**src/rtl/mig_tt_engine.sv**
```systemverilog
// mig_tt_engine: programmable majority(-inverter) network evaluator.
// Holds NUM_NODES configurable 3-input majority nodes over NUM_INPUTS primary
// inputs, sweeps every minterm (one per cycle) and assembles the truth table
// of a selected node.
// Optional feature macro: MIG_COMPL_EN adds per-operand complement storage.
//
// Handshake: start is a single-cycle request, accepted only when busy=0.
// busy stays high from the cycle after acceptance through the done cycle;
// done is a one-cycle pulse, and tt is stable from done until the next
// accepted start. cfg_we is honoured only while idle.
module mig_tt_engine #(
  parameter int NUM_INPUTS = 7,
  parameter int NUM_NODES  = 8,
  localparam int TT_W   = 2 ** NUM_INPUTS,
  localparam int NODE_W = $clog2(NUM_NODES),
  localparam int SEL_W  = $clog2(NUM_INPUTS + NUM_NODES + 1)
) (
  input  logic              clk,
  input  logic              rst,
  input  logic              cfg_we,
  input  logic [NODE_W-1:0] cfg_node,
  input  logic [SEL_W-1:0]  cfg_sel_a,
  input  logic [SEL_W-1:0]  cfg_sel_b,
  input  logic [SEL_W-1:0]  cfg_sel_c,
  input  logic [2:0]        cfg_inv,
  input  logic [NODE_W-1:0] out_sel,
  input  logic              start,
  output logic              busy,
  output logic              done,
  output logic [TT_W-1:0]   tt,
  output logic [1:0]        dbg_state
);

  localparam int XI_W = (NUM_INPUTS > 1) ? $clog2(NUM_INPUTS) : 1;
  localparam logic [NUM_INPUTS-1:0] LAST_M = {NUM_INPUTS{1'b1}};

  typedef enum logic [1:0] {
    IDLE   = 2'd0,
    EVAL   = 2'd1,
    DONE_S = 2'd2
  } state_t;

  state_t state_q, state_d;

  logic [SEL_W-1:0]      sel_a_q [NUM_NODES];
  logic [SEL_W-1:0]      sel_b_q [NUM_NODES];
  logic [SEL_W-1:0]      sel_c_q [NUM_NODES];
`ifdef MIG_COMPL_EN
  logic [2:0]            inv_q   [NUM_NODES];
`else
  logic                  unused_cfg_inv;
  assign unused_cfg_inv = ^cfg_inv;
`endif
  logic [NUM_INPUTS-1:0] cnt_q;
  logic [NODE_W-1:0]     out_sel_q;
  logic [NUM_NODES-1:0]  node_val;

  assign dbg_state = state_q;

  // Operand fetch: 0 = const 0, 1..N = inputs, then nodes below j only.
  // Anything else (self/forward ref, out of range) reads as const 0, which
  // keeps the network acyclic regardless of what gets programmed.
  function automatic logic opnd(input logic [SEL_W-1:0] sel, input int j,
                                input logic [NUM_INPUTS-1:0] x,
                                input logic [NUM_NODES-1:0] v);
    int idx;
    idx = int'(sel);
    if (idx == 0)
      return 1'b0;
    else if (idx <= NUM_INPUTS)
      return x[XI_W'(idx - 1)];
    else if (idx < NUM_INPUTS + 1 + j)
      return v[NODE_W'(idx - NUM_INPUTS - 1)];
    else
      return 1'b0;
  endfunction

  // Evaluate the whole network for the current minterm in node order.
  always_comb begin
    logic [NUM_NODES-1:0] v;
    logic a, b, c;
    v = '0;
    a = 1'b0;
    b = 1'b0;
    c = 1'b0;
    for (int j = 0; j < NUM_NODES; j++) begin
      a = opnd(sel_a_q[j], j, cnt_q, v);
      b = opnd(sel_b_q[j], j, cnt_q, v);
      c = opnd(sel_c_q[j], j, cnt_q, v);
`ifdef MIG_COMPL_EN
      a = a ^ inv_q[j][0];
      b = b ^ inv_q[j][1];
      c = c ^ inv_q[j][2];
`endif
      v[j] = (a & b) | (a & c) | (b & c);
    end
    node_val = v;
  end

  // Next-state and status outputs.
  always_comb begin
    state_d = state_q;
    busy    = 1'b0;
    done    = 1'b0;
    case (state_q)
      IDLE: begin
        if (start) state_d = EVAL;
      end
      EVAL: begin
        busy = 1'b1;
        if (cnt_q == LAST_M) state_d = DONE_S;
      end
      DONE_S: begin
        busy    = 1'b1;
        done    = 1'b1;
        state_d = IDLE;
      end
      default: state_d = IDLE;
    endcase
  end

  // State register.
  always_ff @(posedge clk) begin
    if (rst) state_q <= IDLE;
    else     state_q <= state_d;
  end

  // Node configuration: written only while idle, cleared by reset.
  always_ff @(posedge clk) begin
    if (rst) begin
      for (int j = 0; j < NUM_NODES; j++) begin
        sel_a_q[j] <= '0;
        sel_b_q[j] <= '0;
        sel_c_q[j] <= '0;
`ifdef MIG_COMPL_EN
        inv_q[j]   <= '0;
`endif
      end
    end else if (state_q == IDLE && cfg_we) begin
      sel_a_q[cfg_node] <= cfg_sel_a;
      sel_b_q[cfg_node] <= cfg_sel_b;
      sel_c_q[cfg_node] <= cfg_sel_c;
`ifdef MIG_COMPL_EN
      inv_q[cfg_node]   <= cfg_inv;
`endif
    end
  end

  // Sweep datapath: latch output node on start, write one tt bit per EVAL
  // cycle; the counter parks at the last minterm instead of wrapping.
  always_ff @(posedge clk) begin
    if (rst) begin
      cnt_q     <= '0;
      out_sel_q <= '0;
      tt        <= '0;
    end else begin
      case (state_q)
        IDLE: begin
          if (start) begin
            cnt_q     <= '0;
            out_sel_q <= out_sel;
          end
        end
        EVAL: begin
          tt[cnt_q] <= node_val[out_sel_q];
          if (cnt_q != LAST_M) cnt_q <= cnt_q + 1'b1;
        end
        default: ;
      endcase
    end
  end

endmodule

```
**config.mk**
```make
export PLATFORM = sky130hd
export DESIGN_NAME = mig_tt_engine
export DESIGN_NICKNAME = d
export VERILOG_FILES = /design/src/rtl/mig_tt_engine.sv
export SDC_FILE = /design/constraint.sdc
export NUM_CORES = 1
export LEC_CHECK = 0
export ABC_AREA = 0
export CAP_MARGIN = 20
export CORE_AREA = 5 5 178 180
export CTS_CLUSTER_DIAMETER = 100
export DETAILED_ROUTE_END_ITERATION = 8
export DIE_AREA = 0 0 183 185
export PLACE_DENSITY_LB_ADDON = 0.12
export SYNTH_ARGS = -nofsm -noshare
export SYNTH_HDL_FRONTEND = slang
export SYNTH_SLANG_ARGS = --single-unit
```
**constraint.sdc**
```tcl
create_clock -name clk -period 8.11 [get_ports clk]
set_input_delay 2.433 -clock clk [delete_from_list [all_inputs] [get_ports clk]]
set_output_delay 2.433 -clock clk [all_outputs]
set_load 0.01 [all_outputs]
```
==> summary.md, run 1 <==
| Metric | Value |
|---|---|
| Drt first pass iters | 5 |
| Hold-fix buffers, CTS | 0 |
| Post-CTS Setup Bufs | 0 |
| Setup crit end kind | flip-flop |
| Worst vdd ir | 0.1330 mV |
| Net switching power | approximately 650 µW |
| Top cell type by total area after synthesis | edfxtp_1 |
| Initial antenna violation count | 3 |
| Mapped Avg Cell Area | roughly 9.5 µm² |
| Drt via density | 5.729 |
| Post-CTS resize count | 0 |
| Routed wire length per instance | just over 20 µm |
| Part of the power in the clock network | 0.440 |
| Synth top cells by count | 160 x nand2_1, 140 x dfxtp_1, 132 x nand3b_1, 132 x o21ai_0, 97 x and2_1 |
| Synth Cell Area | 13180 µm² |
| FP Rows | 64 |
| Clock Latency Late Sink | 0.54 ns |
| Core ar. | around 30000 µm² |
| First-pass GRT wire length | between 60000 and 70000 µm |
| Status | completed |
| Register area | around 5700 µm² |
| Pin count of the biggest net entering global routing | between 80 and 90 |
| Area of the die | about 34000 µm² |
| Sequential Power Share | 0.475 |
| Setup TNS | 0 ns |
| Critical path required time | between 8 and 9 ns |
| Combinational Power Share | 0.085 |
| Vias in the first global route | between 10000 and 15000 |
| Count leader, synth | nand2_1 |
| DRC violations left | 0 |
| Die width | about 180 µm |
| Yosys top cell area share | 0.2187 |
| I/O Buffers | about 150 |
| Global Route Usage Sum | 0.2307 |
| Design area | around 16000 µm² |
| Sw Share | 0.2389 |
| Starting Density | 0.4390 |
| Hold Fails Final Rpt | 0 |
| Remaining antenna violation count after routing | 0 |
| Clock Sinks | roughly 240 |
| Fmax | between 100 and 150 MHz |
| Minimum clock period | 7.437 ns |
| Final wirelength | roughly 40000 µm |
| Most common flop cell mapped by yosys | dfxtp_1 |
| Diode count | 0 |
| H-tree depth | 1 |
| PD cells | between 150 and 200 nW/µm² |
| Layout cells sized above 1 | 0.08831 |
| Final nets | 1588 |
| Syn Inst Count | ~1400 |
| Final Cycle Share | 0.9170 |
| Gpl congestion | between 0.7 and 0.8 |
| Hold WC Path Type | reg2reg |
| Initial drt markers | between 900 and 1000 |
| Register area share after synthesis | 0.4313 |
| Netlist cell types | 73 |
| Util after Layout | 0.5306 |
| Worst setup path category | reg2reg |
| Crit path DAT | around 7.9 ns |
| YS warnings | 0 |
| Layout Skew | roughly 0.02 ns |
| Num ports | ~160 |
| Crit Path Max Fanout | 58 |
| Vias | about 11000 |
| EDFF count, synth | between 90 and 100 |
| Post-DP Area | ~15000 µm² |
| Syn_nets | roughly 1500 |
| Area contributors post-synth | edfxtp_1 22%, dfxtp_1 21%, nand3b_1 7.5% |
| MaxCap Viol Count | 0 |
| Clk slew on worst S/H paths | ~0.060 ns |
| Post-DP HPWL | between 20000 and 30000 µm |
| Final setup violation count | 0 |
| CP Launch Type | flip-flop |
| Longest Clk Path Bufs | 3 |
| Leak | between 0.005 and 0.006 µW |
| Filler Cell Count | 2760 |
| Slew Limit Fails | 0 |
| P&R area growth vs syn | 20.87% |
| Post-synthesis register bit count | 236 |
| Clk root buf | clkbuf_16 |
| Normalized max-slew margin | 0.3093 |
| Gr ovfl total | 0 |
| Internal power | approximately 2000 µW |
| Die span in y | ~190 µm |
| Multi-input combinational cell area | between 6000 and 7000 µm² |
| Slew at the pin closest to its max-slew limit | between 1 and 1.5 ns |
| TritonCTS clock tree | yes |
| Unrepaired setup endpoints after global routing | no |
| CTS Buf Count | 27 |
| FFs w/ async S/R, synth | 0 |
-- routing by layer --
layer  global-route usage  vias to the layer above  wire (µm)
met2               0.3896                      315      18820
met4              0.06526                        6       1075
met5                    0                        -         47
met1               0.2831                     5404      16540
met3              0.07738                       72       3531
li1                     -                     5294          -
-- cells in the final DEF, fill, tap and decap left out, types with 29 or more instances in the layout --
cell	n
a21oi_1	34
mux2i_1	29
nor2_1	71
ha_1	44
nand3b_1	132
mux4_2	29
o21ai_1	32
inv_1	66
clkdlybuf4s50_1	152
and2_1	97
nand2_1	160
o21ai_0	132
edfxtp_1	96
dfxtp_1	140
-- per-stage QoR --
stage | setup WS (ns) | hold WS [ns] | std cells | power (µW)
after floorplan | 2.273 | 0.4496 | 1393 | 1460
after global placement | 0.8530 | 0.4618 | 1886 | 1532
after detailed placement | 0.7291 | 0.4667 | 1886 | 1539
after CTS | 0.6812 | 0.4790 | 1936 | 2730
after global routing | 0.1196 | 0.4986 | 1936 | 2809
final | 0.6730 | 0.4789 | 1936 | 2704
-- cells by family after synthesis --
logic type	Yosys count	share of synthesized area
AND/OR/NAND/NOR	570	0.2378
AO/OA/AOI/OAI	320	0.1554
flip-flops	236	0.4313
buffers and inverters	143	0.04461
multiplexers	64	0.07669
adder cells (fa/ha/maj)	53	0.04964
XOR/XNOR	7	0.004651
-- power groups by stage --
stage / sequential (µW) / clock, µW / combinational, µW
after floorplan: 1300 / 0 / 159
after global placement: 1310 / 0 / 225
after detailed placement: 1310 / 0 / 230
after CTS: 1280 / 1220 / 231
after global routing: 1290 / 1270 / 252
final: 1280 / 1190 / 231
-- worst max-delay path, stage by stage, from the launching register on --
cell       delay [ns]
edfxtp_1         0.42
inv_1            0.12
ha_1             0.28
mux2i_1          0.13
o21ai_1          0.19
a22oi_1          0.11
a211o_1          0.31
maj3_2           0.49
o2bb2ai_1        0.21
maj3_2           0.50
o31ai_4          0.40
maj3_4           0.35
o221ai_2         0.14
maj3_2           0.45
o311ai_0         0.56
o22ai_1          0.22
a21oi_1          0.38
maj3_2           0.37
a311o_1          0.13
nand4_1          0.28
a211oi_1         0.37
maj3_2           0.28
o21ai_4          0.08
buf_4            0.31
o21ai_0          0.25
-- registers in the layout (all words and copies together) (netlist names) --
| register | flops |
|---|---|
| dbg_state | 2 |
| cnt_q | 7 |
| sel_a_q | 32 |
| sel_c_q | 32 |
| sel_b_q | 32 |
| out_sel_q | 3 |
| tt | 128 |
-- cell type report --
type	instances	area share
inverter	66	0.01555
clock buffer	45	0.05324
tap	396	0.03110
sequential	236	0.3568
timing repair buffer	174	0.1066
multi-input combinational	1014	0.4349
clock inverter	5	0.001806
-- path summary, 6_finish.rpt --
check,startpoint,endpoint,slack (ns),cells after the start
worst max-delay path,sel_c_q[0][0],tt[25],0.67,24
worst min-delay path,tt[76],tt[76],0.48,2
worst max register to register,sel_c_q[0][0],tt[25],0.67,24
worst min register to register,tt[76],tt[76],0.48,2
Note: power is estimated with default switching activity, not from simulation.
==> inputs of run 2 (changes only) <==
--- a/config.mk
+++ b/config.mk
@@ -12,6 +12,7 @@
 export DETAILED_ROUTE_END_ITERATION = 8
 export DIE_AREA = 0 0 183 185
 export PLACE_DENSITY_LB_ADDON = 0.12
+export SKIP_LAST_GASP = 1
 export SYNTH_ARGS = -nofsm -noshare
 export SYNTH_HDL_FRONTEND = slang
 export SYNTH_SLANG_ARGS = --single-unit
==> results of run 2 <==
Final layout, timing and power as in run 1 (identical DEF).
==> RTL change, RTL diff (config.mk and constraints of run 2) <==
Add an input register stage for `cfg_we`, `cfg_sel_a`, `cfg_sel_b`, `cfg_sel_c`, `out_sel` and `start`, without a reset; this delays them by one clock. The other inputs are not delayed to match. Comments in the files are not updated.
--- a/src/rtl/mig_tt_engine.sv
+++ b/src/rtl/mig_tt_engine.sv
@@ -40,4 +40,20 @@
     DONE_S = 2'd2
   } state_t;
+
+  logic cfg_we_q;
+  logic [SEL_W-1:0] cfg_sel_a_q;
+  logic [SEL_W-1:0] cfg_sel_b_q;
+  logic [SEL_W-1:0] cfg_sel_c_q;
+  logic [NODE_W-1:0] out_sel_r;
+  logic start_q;
+
+  always_ff @(posedge clk) begin
+    cfg_we_q    <= cfg_we;
+    cfg_sel_a_q <= cfg_sel_a;
+    cfg_sel_b_q <= cfg_sel_b;
+    cfg_sel_c_q <= cfg_sel_c;
+    out_sel_r   <= out_sel;
+    start_q     <= start;
+  end
 
   state_t state_q, state_d;
@@ -105,5 +121,5 @@
     case (state_q)
       IDLE: begin
-        if (start) state_d = EVAL;
+        if (start_q) state_d = EVAL;
       end
       EVAL: begin
@@ -137,8 +153,8 @@
 `endif
       end
-    end else if (state_q == IDLE && cfg_we) begin
-      sel_a_q[cfg_node] <= cfg_sel_a;
-      sel_b_q[cfg_node] <= cfg_sel_b;
-      sel_c_q[cfg_node] <= cfg_sel_c;
+    end else if (state_q == IDLE && cfg_we_q) begin
+      sel_a_q[cfg_node] <= cfg_sel_a_q;
+      sel_b_q[cfg_node] <= cfg_sel_b_q;
+      sel_c_q[cfg_node] <= cfg_sel_c_q;
 `ifdef MIG_COMPL_EN
       inv_q[cfg_node]   <= cfg_inv;
@@ -157,7 +173,7 @@
       case (state_q)
         IDLE: begin
-          if (start) begin
+          if (start_q) begin
             cnt_q     <= '0;
-            out_sel_q <= out_sel;
+            out_sel_q <= out_sel_r;
           end
         end
Formal check against the unedited RTL: not equivalent (Yosys sat finds a counterexample within 4 cycles, from zero or initial values and one cycle with rst high).
==> RTL change against run 2 <==
Sequential cell count is 17 higher; wire length is 3.2% lower; synthesized cell count increased by 2.0%; design area increased by 0.39%; via count is 1.4% lower; utilization increased by 0.21 points; maximum frequency barely moved; setup slack improved by 5.1 ps; synthesized area decreased by 0.17%; total power grew 11%.
==> RTL change: results (changes against run 2) <==
Power
  – Lkg Pwr: 5.44 nW (about the same)
  – Comb. pwr: 0.345 mW (+49%)
  – Seq. pwr: 1.41 mW (+10%)
  – Worst VDD drop: 0.148 mV (+12%)
  – Sw frac: 26.2% (+2.3 points)

Drt
  – Met2 Routed Length: 17700 µm (-5.9%)
  – Drt via density: 5.57 (-2.8%)
  – Routed met3 length: 3850 µm (+9.0%)
  – First DRT Iteration DRCs: 718 (-22%)
  – WL/cell: 19.7 µm (-4.7%)
  – Wl on met1: 16000 µm (-3.0%)

Timing
  – Slew @ Worst Pin: 1050 ps (+14.9 ps)
  – Worst Skew: 11.4 ps (-8.38 ps)

Finish
  – Layout cells sized above 1: 7.71% (-1.1 points)
  – Layout Nets: 1617 (+1.8%)
  – Final non-filler cell total: 1965 (+1.5%)
  – Ant. Diodes: 0 (unchanged)

Outcome
  – Status: finished clean

Yosys
  – Yosys cell types: 65 (-11%)
  – Main area contributors after synthesis: dfxtp_1 24%, edfxtp_1 22%, nor2_1 9.5%, a211oi_1 8.4%, and2_1 4.8%
  – Post-synth top cells: 332 x nor2_1, 157 x dfxtp_1, 147 x a211oi_1
  – Register area share after synthesis: 45.8% (+2.7 points)
  – Syn Nets: 1490 (+1.9%)
  – Cells after Synth: 1421 (+2.0%)

Global routing
  – First-pass GRT wire length: 59800 µm (-3.5%)
  – Met1 Usage GRT: 27.3% (-1.0 points)
  – Global Route Usage Sum: 22.3% (-0.76 points)
  – Met3 Usage GRT: 8.46% (+0.73 points)
  – Largest net degree at the start of global routing: 96 (+16%)

Place
  – Number of placed instances, taps included: 1914 (+1.5%)
  – Post-DP HPWL: 25300 µm (-1.3%)
  – Place WS: 778 ps (+49.3 ps)

Setup path
  – CP arrival: 7800 ps (-90 ps)

Clocking
  – CTS Buf Count: 28 (+3.7%)
RTL change: cell types whose count changed after synthesis, moves of 5 or more:
cell,delta
a211oi_1,+139
dfxtp_1,+17
inv_1,-9
nand2_1,-97
nand2b_1,-6
nand3b_1,-127
nor2_1,+257
nor2b_1,+9
o21ai_0,-91
o21ai_1,-28
o22ai_1,-5
RTL change: kinds of logic (layout without fill, tap and decap cells):
family | after synthesis | in the layout | share of synthesized area (%)
buffers and inverters | 137 | 285 | 4.24
AOI/OAI and AO/OA | 314 | 314 | 17.0
DFF | 253 | 253 | 45.8
and+or+nand+nor | 602 | 602 | 20.9
xor gates and xnor gates | 5 | 5 | 0.333
adders and majority gates | 52 | 52 | 4.86
muxes | 58 | 58 | 6.92
RTL change: cell type report:
type	instances	area, µm²
clock buffer	40	850
clock inverter	11	61.3
fill	2686	14000
inverter	57	214
multi-input combinational	1031	6590
sequential	253	6030
tap	396	495
timing repair buffer	177	1760
RTL change: critical path, stage by stage, from the launching register on:
cell      delay [ps]
edfxtp_1         390
inv_1             90
ha_1             360
mux4_2           350
nor4b_1          160
a31oi_1          200
a21oi_1          120
maj3_2           390
a41o_1           260
maj3_2           400
a41oi_1          310
maj3_4           420
o211ai_1         160
a22o_1           360
a2111o_1         430
maj3_2           440
a211oi_1         320
a21o_1           330
a221o_1          260
maj3_1           220
o41ai_1          100
maj3_1           420
a31oi_4          400
buf_12           250
a211oi_1         100
RTL change: worst paths after layout:
check	start	end	slack, ps	cells after the start
hold / removal	out_sel_r[1]	out_sel_q[1]	450	2
hold reg to reg	out_sel_r[1]	out_sel_q[1]	450	2
setup / recovery	sel_c_q[0][0]	tt[62]	680	24
setup reg to reg	sel_c_q[0][0]	tt[62]	680	24
